## src/rtl/branch_resolve_unit.sv

```systemverilog
// Branch resolve unit: evaluates RISC-V conditional branches and jumps,
// computes the next-PC target, flags mispredictions and trains a
// pattern history table of 2-bit saturating counters.
//
// Ports:
//   clk, rst                 clock, synchronous active-high reset
//   in_valid / in_ready      upstream handshake
//   br_type                  000 none, 001 BEQ, 010 BNE, 011 BLT,
//                            100 BGE, 101 BLTU, 110 BGEU, 111 jump
//   rdata1, rdata2           compare operands
//   pc, imm                  branch PC and offset
//   pred_in                  prediction issued earlier for this branch
//   out_valid / out_ready    downstream handshake
//   br_taken, br_target,
//   mispredict               registered result (latency 1)
//   lookup_pc / lookup_taken combinational PHT prediction port
//   stat_branches,
//   stat_mispredicts         saturating counters, only with BRU_STATS_EN
//
// Optional feature macro: BRU_STATS_EN (adds the two statistics outputs).

module branch_resolve_unit #(
    parameter int XLEN      = 32,
    parameter int PHT_DEPTH = 64
) (
    input  logic            clk,
    input  logic            rst,
    input  logic            in_valid,
    output logic            in_ready,
    input  logic [2:0]      br_type,
    input  logic [XLEN-1:0] rdata1,
    input  logic [XLEN-1:0] rdata2,
    input  logic [XLEN-1:0] pc,
    input  logic [XLEN-1:0] imm,
    input  logic            pred_in,
    output logic            out_valid,
    input  logic            out_ready,
    output logic            br_taken,
    output logic [XLEN-1:0] br_target,
    output logic            mispredict,
    input  logic [XLEN-1:0] lookup_pc,
    output logic            lookup_taken
`ifdef BRU_STATS_EN
    ,
    output logic [31:0]     stat_branches,
    output logic [31:0]     stat_mispredicts
`endif
);

    localparam int IDX_W = $clog2(PHT_DEPTH);

    localparam logic [2:0] BT_NONE = 3'b000;
    localparam logic [2:0] BT_BEQ  = 3'b001;
    localparam logic [2:0] BT_BNE  = 3'b010;
    localparam logic [2:0] BT_BLT  = 3'b011;
    localparam logic [2:0] BT_BGE  = 3'b100;
    localparam logic [2:0] BT_BLTU = 3'b101;
    localparam logic [2:0] BT_BGEU = 3'b110;
    localparam logic [2:0] BT_JUMP = 3'b111;

    typedef struct packed {
        logic            taken;
        logic [XLEN-1:0] target;
        logic            mispredict;
    } result_t;

    result_t          res_q;
    result_t          res_d;
    logic             valid_q;
    logic             accept;
    logic             is_cond;
    logic             taken_c;
    logic             eq;
    logic             lt_s;
    logic             lt_u;
    logic [1:0]       pht [PHT_DEPTH];
    logic [IDX_W-1:0] upd_idx;
    logic [IDX_W-1:0] lkp_idx;
    logic             unused_bits;

    // ---------------------------------------------------------------
    // Handshake
    // ---------------------------------------------------------------
    assign in_ready = !valid_q || out_ready;
    // Reset blocks acceptance even if in_valid is high.
    assign accept   = in_valid && in_ready && !rst;

    // ---------------------------------------------------------------
    // Branch evaluation
    // ---------------------------------------------------------------
    assign eq   = (rdata1 == rdata2);
    assign lt_s = ($signed(rdata1) < $signed(rdata2));
    assign lt_u = (rdata1 < rdata2);

    always_comb begin
        taken_c = 1'b0;
        unique case (1'b1)
            (br_type == BT_BEQ):  taken_c = eq;
            (br_type == BT_BNE):  taken_c = !eq;
            (br_type == BT_BLT):  taken_c = lt_s;
            (br_type == BT_BGE):  taken_c = !lt_s;
            (br_type == BT_BLTU): taken_c = lt_u;
            (br_type == BT_BGEU): taken_c = !lt_u;
            (br_type == BT_JUMP): taken_c = 1'b1;
            default:              taken_c = 1'b0;
        endcase
    end

    // Only real conditional branches train the predictor.
    assign is_cond = (br_type != BT_NONE) && (br_type != BT_JUMP);

    always_comb begin
        res_d            = '0;
        res_d.taken      = taken_c;
        res_d.target     = taken_c ? (pc + imm) : (pc + XLEN'(4));
        res_d.mispredict = (br_type != BT_NONE) && (pred_in != taken_c);
    end

    // ---------------------------------------------------------------
    // Result register
    // ---------------------------------------------------------------
    always_ff @(posedge clk) begin
        if (rst) begin
            valid_q <= 1'b0;
            res_q   <= '0;
        end else if (accept) begin
            valid_q <= 1'b1;
            res_q   <= res_d;
        end else if (out_ready) begin
            valid_q <= 1'b0;
        end
    end

    assign out_valid  = valid_q;
    assign br_taken   = res_q.taken;
    assign br_target  = res_q.target;
    assign mispredict = res_q.mispredict;

    // ---------------------------------------------------------------
    // Pattern history table
    // ---------------------------------------------------------------
    assign upd_idx = pc[IDX_W+1:2];
    assign lkp_idx = lookup_pc[IDX_W+1:2];

    always_ff @(posedge clk) begin
        if (rst) begin
            for (int i = 0; i < PHT_DEPTH; i++) begin
                pht[i] <= 2'b01;
            end
        end else if (accept && is_cond) begin
            if (taken_c) begin
                if (pht[upd_idx] != 2'b11) begin
                    pht[upd_idx] <= pht[upd_idx] + 2'b01;
                end
            end else begin
                if (pht[upd_idx] != 2'b00) begin
                    pht[upd_idx] <= pht[upd_idx] - 2'b01;
                end
            end
        end
    end

    // Reads the stored counter, so a same-cycle update is not visible yet.
    assign lookup_taken = pht[lkp_idx][1];

    // Only the index field of lookup_pc selects an entry.
    assign unused_bits = ^{lookup_pc[XLEN-1:IDX_W+2], lookup_pc[1:0]};

    // ---------------------------------------------------------------
    // Optional statistics
    // ---------------------------------------------------------------
`ifdef BRU_STATS_EN
    always_ff @(posedge clk) begin
        if (rst) begin
            stat_branches    <= '0;
            stat_mispredicts <= '0;
        end else if (accept) begin
            if (br_type != BT_NONE && stat_branches != '1) begin
                stat_branches <= stat_branches + 32'd1;
            end
            if (res_d.mispredict && stat_mispredicts != '1) begin
                stat_mispredicts <= stat_mispredicts + 32'd1;
            end
        end
    end
`endif

endmodule

```

## config.mk

```make
export PLATFORM = sky130hd
export DESIGN_NAME = branch_resolve_unit
export DESIGN_NICKNAME = d
export VERILOG_FILES = /design/src/rtl/branch_resolve_unit.sv
export SDC_FILE = /design/constraint.sdc
export NUM_CORES = 1
export LEC_CHECK = 0
export BUFFER_PORTS_ARGS = -buffer_cell sky130_fd_sc_hd__buf_2
export CAP_MARGIN = 10
export CORE_ASPECT_RATIO = 1.5
export CORE_MARGIN = 4
export CORE_UTILIZATION = 49
export CTS_BUF_LIST = sky130_fd_sc_hd__clkbuf_16
export DETAILED_ROUTE_END_ITERATION = 10
export PLACE_DENSITY = 0.71
export SKIP_CTS_REPAIR_TIMING = 1
export SYNTH_ARGS = -nofsm -noshare
export SYNTH_HDL_FRONTEND = slang
export SYNTH_SLANG_ARGS = --single-unit
```

## constraint.sdc

```tcl
create_clock -name clk -period 9.4 [get_ports clk]
set_clock_uncertainty 0.15 [all_clocks]
set_input_delay 1.41 -clock clk [delete_from_list [all_inputs] [get_ports clk]]
set_output_delay 1.41 -clock clk [all_outputs]
set_load 0.02 [all_outputs]
```

==> impl_results.md, run 1 <==
- Layout cells sized above 1: 20.8%
- CTS tree: built
- Die width: 134 µm
- Cell taking the most area after synthesis: edfxtp_1
- DRT Pass-1 Iters: 7
- Worst reg-to-reg setup slack: a little under 5 ns
- Switching Fraction: 29.9%
- Clock sinks: approximately 160
- DP Wirelength: about 26,000 µm
- TritonCTS Buffers: 17
- Initial antenna violation count: 1
- R2r startpoint: pht[18][0]
- Most frequent cells in the layout: buf_2 (178), edfxtp_1 (128), nand2_1 (115), nor3_1 (89), ha_1 (64)
- Final setup violation count: 0
- Worst VDD drop: 89.5 µV
- Hold Crit Start: br_target[19]
- P_int: ~1.4 mW
- Slew Limit Fails: 0
- Clock period minus worst slack: 6.13 ns
- Area delta synth->final: 13.7%
- Measured slew at the worst slew-check pin: 1.34 ns
- Number of synthesis warnings: 0
- DP Area: around 13,000 µm²
- CP Max Fanout: 32
- Sequential power share: 41.0%
- Port bufs: 178
- Drc violations: 0
- Cell Rows: 69
- Synthesized flop and latch total: 163
- H-tree depth: 4
- Mapped cell area: 11,700 µm²
- Power Density: 149 nW/µm²
- R2R Path End: pht[62][0]
- Pre-CTS WS: approximately 3 ns
- Relative slew slack: 10.1%
- Combinational share of power: 23.2%
- Syn Nets: 1,430
- EDFF count, synth: 128
- Synth area leaders: edfxtp_1 (33%), mux4_2 (7.5%), ha_1 (6.8%), dfxtp_1 (6.0%), nor3_1 (3.8%)
- Hold Path End: br_target[19]
- Reg2Reg Depth: 8
- Root Driver: clkbuf_16
- Nets@finish: 1,559
- Boundary Pins: 205
- Status: completed
- Final std cell area, no fill: about 13,000 µm²
- GR Overflow Total: 0
- Worst min-delay path category: reg2reg
- Worst EP arrival: roughly 6 ns
- Clock network power share: 35.8%
- Post-synthesis sequential area ratio: between 30% and 40%
- Hold Vio Cnt, Final: 0
- Sw power: 594 µW
- Mapped Cells: 1,197
- Setup CP Type: in2reg
- Synth Area per Inst: 9.79 µm²
- Clk slew on worst S/H paths: 0.07 ns
- Worst Hold Depth: 2
- Asr flop ratio synth: 0%
- Post-synth cell types: 77
- CP Launch Type: primary input
- Setup TNS: 0 ns
- Core area: between 20,000 and 25,000 µm²
- Longest Clk Path Bufs: 2
- Die area: 26,500 µm²
- RePlAce Congestion: 0.901
- Starting DRT DRC Count: 878
- Final critical-path share of the clock period: around 65%
- Tot GR Track Use: a little over a quarter
- Chip height: 197 µm
- Vias in the first global route: between 10,000 and 15,000
- Final Worst Setup Slack: about 3.3 ns
- Starting Density: 49.5%
- Largest net degree at the start of global routing: between 80 and 90
- Commonest non-fill, non-tap cell in the layout: buf_2
- Unrepaired setup endpoints after global routing: no
- First-pass GRT wire length: 55,900 µm
- Number of max-cap violations: 0
- Fmax achieved: 163 MHz
- DR WL/cell: 21.7 µm
- Post-synth top flop: edfxtp_1
- Vias per inst: ~6.2
- Final Routed Wirelength: 36,000 µm
- Final ANT Viol Nets: 0
- Vias: 10,300
- Setup crit end kind: flip-flop
- Clk Latency, worst-skew pair: between 0.4 and 0.5 ns
- WP data required: approximately 9.4 ns
- Leakage: 5.24 nW
- Post-synth top area share: 32.8%
==> worst max path at each step <==
stage / startpoint / endpoint / slack (ns) / depth (start not counted)
finish: pc[4] / pht[62][0] / 3.27 / 10
global route: pc[4] / pht[62][0] / 3.27 / 10
CTS: pc[4] / pht[62][0] / 3.46 / 10
detailed placement: pc[4] / pht[62][0] / 3.01 / 10
global placement: pc[4] / pht[62][0] / 3.12 / 10
floorplan: lookup_pc[2] / lookup_taken / 3.95 / 5
==> per-stage QoR <==
stage / total power [mW] / hold slack (ns) / std cells / util, %
after global routing: 2.07 / 0.352 / 1659 / 56.3
after CTS: 1.98 / 0.311 / 1658 / 56.3
after detailed placement: 1.28 / 0.293 / 1626 / 53.8
final: 1.98 / 0.306 / 1659 / 56.3
after floorplan: 1.14 / 0.385 / 1197 / -
after global placement: 1.28 / 0.288 / 1626 / 53.8
==> cell usage after synthesis (17+ instances only) <==
cell type / instances
edfxtp_1: 128
nand2_1: 115
nor3_1: 89
ha_1: 64
nor2_1: 60
inv_1: 57
nand3_1: 53
a21oi_1: 49
a21o_1: 47
o21ai_0: 47
mux4_2: 39
xnor2_1: 39
mux2i_1: 37
dfxtp_1: 35
clkbuf_1: 34
buf_2: 31
o21bai_1: 26
and3_1: 22
nand4_1: 19
a211oi_1: 18
nand2b_1: 17
==> per-layer routing <==
layer / up-vias / GRT usage [%] / share of wire, %
met3: 124 / 4.33 / 7.3
met4: 0 / 14.4 / 5.5
li1: 4744 / - / -
met1: 4890 / 30.1 / 35
met5: - / 0 / 0
met2: 506 / 49.7 / 52
==> cells by family after synthesis <==
group | Yosys count | synth area share [%]
buffers and inverters | 142 | 5.36
DFF | 163 | 38.8
AOI/OAI and AO/OA | 260 | 15.4
xor gates and xnor gates | 48 | 3.59
adders and majority gates | 65 | 7.01
muxes | 80 | 11.1
and+or+nand+nor | 439 | 18.8
==> cell type report <==
type | instances | area, µm²
Clock buffer | 17 | 425
Sequential cell | 163 | 4540
Inverter | 57 | 214
Fill cell | 2117 | 10300
Clock inverter | 15 | 169
Antenna cell | 1 | 2.50
Tap cell | 319 | 399
Timing Repair Buffer | 195 | 1020
Multi-Input combinational cell | 892 | 6550
==> critical path, stage by stage <==
cell and delay (ns):
buf_2 0.47, buf_4 0.48, nand2b_1 0.33, o22ai_1 0.14
a221o_1 0.38, a211oi_1 0.51, nor4bb_1 0.61, or4_1 0.51
nand3_1 0.71, o21bai_1 0.51
==> sequential cells by signal (all words and copies together), names as in the netlist <==
register    cells
br_taken        1
br_target      32
mispredict      1
out_valid       1
pht           128
==> power by group through the flow <==
stage	combinational (mW)	clock [mW]	sequential, mW
2_1_floorplan	0.297	0	0.844
3_3_place_gp	0.448	0	0.828
3_5_place_dp	0.455	0	0.829
4_1_cts	0.457	0.713	0.814
5_1_grt	0.502	0.747	0.816
6_report	0.460	0.711	0.814
(Power assumes the default switching activity.)
==> run 2, diff against run 1 <==
--- a/config.mk
+++ b/config.mk
@@ -12,7 +12,7 @@
 export CORE_UTILIZATION = 49
 export CTS_BUF_LIST = sky130_fd_sc_hd__clkbuf_16
 export DETAILED_ROUTE_END_ITERATION = 10
-export PLACE_DENSITY = 0.71
+export PLACE_DENSITY = 0.74
 export SKIP_CTS_REPAIR_TIMING = 1
 export SYNTH_ARGS = -nofsm -noshare
 export SYNTH_HDL_FRONTEND = slang
==> constraint.sdc (replaced) <==
create_clock -name clk -period 5.5 [get_ports clk]
set_clock_uncertainty 0.15 [all_clocks]
set_input_delay 0.825 -clock clk [delete_from_list [all_inputs] [get_ports clk]]
set_output_delay 0.825 -clock clk [all_outputs]
set_load 0.02 [all_outputs]
==> run 2 against run 1 <==
Effect of this change:
- register-to-register slack worse by 3.1 ns
- largest cell class unchanged
- highest routed layer is now met5
- first-iteration DRC count is 2.6% higher
- worst setup slack worse by 2.2 ns
- critical endpoint is now pht[20][0]
- largest power group unchanged
==> impl_results.md, run 2 (synthesized netlist as in run 1, its figures left out) <==
- Die area: 26,500 µm² (unchanged)
- Clk slew on worst S/H paths: 0.07 ns (about the same)
- Longest Clk Path Bufs: 2 (unchanged)
- Worst EP arrival: 4.49 ns (was 6.09 ns)
- DRT Pass-1 Iters: 5 (was 7)
- Crit path max-delay family: simple AND/OR/NAND/NOR gates (unchanged)
- Vias in the first global route: 10,500 (was 10,400)
- Final std cell area, no fill: 13,700 µm² (was 13,300 µm²)
- Number of max-cap violations: 0 (unchanged)
- RePlAce Congestion: 0.963 (was 0.901)
- Slowest CP cell: buf_2 (was nand3_1)
- Unrepaired setup endpoints after global routing: no (unchanged)
- Port bufs: 178 (unchanged)
- Worst min-delay path category: reg2reg (unchanged)
- Setup TNS: 0 ns (unchanged)
- CTS tree: built (unchanged)
- Fmax achieved: 224 MHz
- Area delta synth->final: 17.0% (was 13.7%)
- Clock sinks: 163 (unchanged)
- Final critical-path share of the clock period: slightly above 80%
- Vias: 10,600 (was 10,300)
- Hold Crit Start: br_target[25] (was br_target[19])
- CP Max Fanout: 31 (was 32)
- CP most frequent cell: buf_4
- Status: completed (unchanged)
- Worst hold slack: 0.307 ns (was 0.306 ns)
- Setup crit end kind: flip-flop (unchanged)
- Sw power: 1.04 mW (was 594 µW)
- DR WL/cell: 21.9 µm (was 21.7 µm)
- Die width: 134 µm (unchanged)
- Critical path cell sequence: buf_2 > buf_4 > mux2i_1 > mux4_2 > a21oi_1 > nor4_1 > nor4bb_1 > buf_4 > and2_1 > o21ai_1 > and3_1 > buf_4 > a21o_1 (was buf_2 > buf_4 > nand2b_1 > o22ai_1 > a221o_1 > a211oi_1 > nor4bb_1 > or4_1 > nand3_1 > o21bai_1)
- Final Routed Wirelength: 37,300 µm (was 36,000 µm)
- Leakage: 5.48 nW (was 5.24 nW)
- Vias per inst: 6.20 (was 6.19)
- Measured slew at the worst slew-check pin: 1.07 ns (was 1.34 ns)
- Tot GR Track Use: 28.0% (was 27.2%)
- Fillers: 2,140 (was 2,117)
- Clock period minus worst slack: 4.45 ns
- Commonest non-fill, non-tap cell in the layout: buf_2 (unchanged)
- Hold Vio Cnt, Final: 0 (unchanged)
- Relative slew slack: 28.7% (was 10.1%)
- Starting Density: 49.5% (unchanged)
- Clk Latency, worst-skew pair: 0.45 ns (was 0.44 ns)
- Cell Rows: 69 (unchanged)
- Clock network power share: 35.9% (was 35.8%)
- Buf+Inv Stages, Crit Path: 4 (was 2)
- Top reg by flops: pht (unchanged)
- Nets@finish: 1,602 (was 1,559)
- WP data required: 5.54 ns (was 9.36 ns)
- Largest net degree at the start of global routing: 92 (was 83)
- Power Density: 251 nW/µm² (was 149 nW/µm²)
- DP Wirelength: 28,300 µm (was 26,100 µm)
- Start point of the critical path: pc[3] (was pc[4])
- Final setup violation count: 0 (unchanged)
- GR Overflow Total: 0 (unchanged)
- R2r startpoint: pht[12][1] (was pht[18][0])
- Switching Fraction: 30.3% (was 29.9%)
- DP Area: 13,100 µm² (was 12,700 µm²)
- Chip height: 197 µm (unchanged)
- Slew Limit Fails: 0 (unchanged)
- CP Launch Type: primary input (unchanged)
- Boundary Pins: 205 (unchanged)
- Most frequent cells in the layout: buf_2 (178), edfxtp_1 (128), nand2_1 (115), nor3_1 (89), ha_1 (64) (unchanged)
- Root Driver: clkbuf_16 (unchanged)
- P_int: 2.40 mW (was 1.39 mW)
- Max FFs per register: 128 (unchanged)
- Sequential power share: 40.4% (was 41.0%)
- Initial antenna violation count: 2 (was 1)
- Starting DRT DRC Count: 901 (was 878)
- Core area: 23,700 µm² (unchanged)
- Worst VDD drop: 223 µV (was 89.5 µV)
- Setup CP Type: in2reg (unchanged)
- Critical Path Max Stage Delay: 0.58 ns (was 0.71 ns)
- First-pass GRT wire length: 57,300 µm (was 55,900 µm)
- H-tree depth: 4 (unchanged)
- Layout cells sized above 1: 23.3% (was 20.8%)
- Combinational share of power: 23.7% (was 23.2%)
- Drc violations: 0 (unchanged)
- TritonCTS Buffers: 17 (unchanged)
- Final ANT Viol Nets: 0 (unchanged)
## run 2: final timing paths
check / endpoint / slack [ns] / cells past startpoint
worst max-delay path: pht[20][0] / 1.05 / 13
worst max register to register: pht[20][0] / 1.74 / 11
worst min register to register: br_target[25] / 0.31 / 2
worst min-delay path: br_target[25] / 0.31 / 2
## run 2: power groups by stage
stage	Combinational, mW	Sequential (mW)	Clock [mW]
6_report	0.816	1.39	1.23
5_1_grt	0.884	1.40	1.29
4_1_cts	0.809	1.39	1.24
3_5_place_dp	0.806	1.42	0
3_3_place_gp	0.790	1.42	0
2_1_floorplan	0.507	1.44	0
## run 2: area by class of cell
cell class                      instances  area [µm²]  share of cell area [%]
Multi-Input combinational cell        892        6550                    47.8
Sequential cell                       163        4540                    33.2
Timing Repair Buffer                  238        1400                    10.2
Clock buffer                           17         425                    3.10
Tap cell                              319         399                    2.91
Inverter                               57         214                    1.56
Clock inverter                         15         168                    1.22
Antenna cell                            1        2.50                  0.0183
## run 2: routing by layer
layer / global-route usage (%) / vias up / part of all wire, %
met5: 0 / - / 0.032
met4: 14.0 / 2 / 5.2
met3: 4.56 / 133 / 7.2
met2: 52.0 / 504 / 54
met1: 30.5 / 5059 / 34
li1: - / 4859 / -
## run 2: tightest hold or removal path, stage by stage (launching register included)
cell     delay, ns
dfxtp_1       0.32
nand2_1       0.04
o21ai_0       0.06
## run 2: through the flow
stage	cells	power (mW)	util (%)	worst slack, ns
2_1_floorplan	1197	1.95	-	1.22
3_3_place_gp	1669	2.21	55.4	0.745
3_5_place_dp	1669	2.22	55.4	0.668
4_1_cts	1701	3.44	57.9	1.14
5_1_grt	1701	3.57	57.9	0.721
6_report	1702	3.44	57.9	1.05
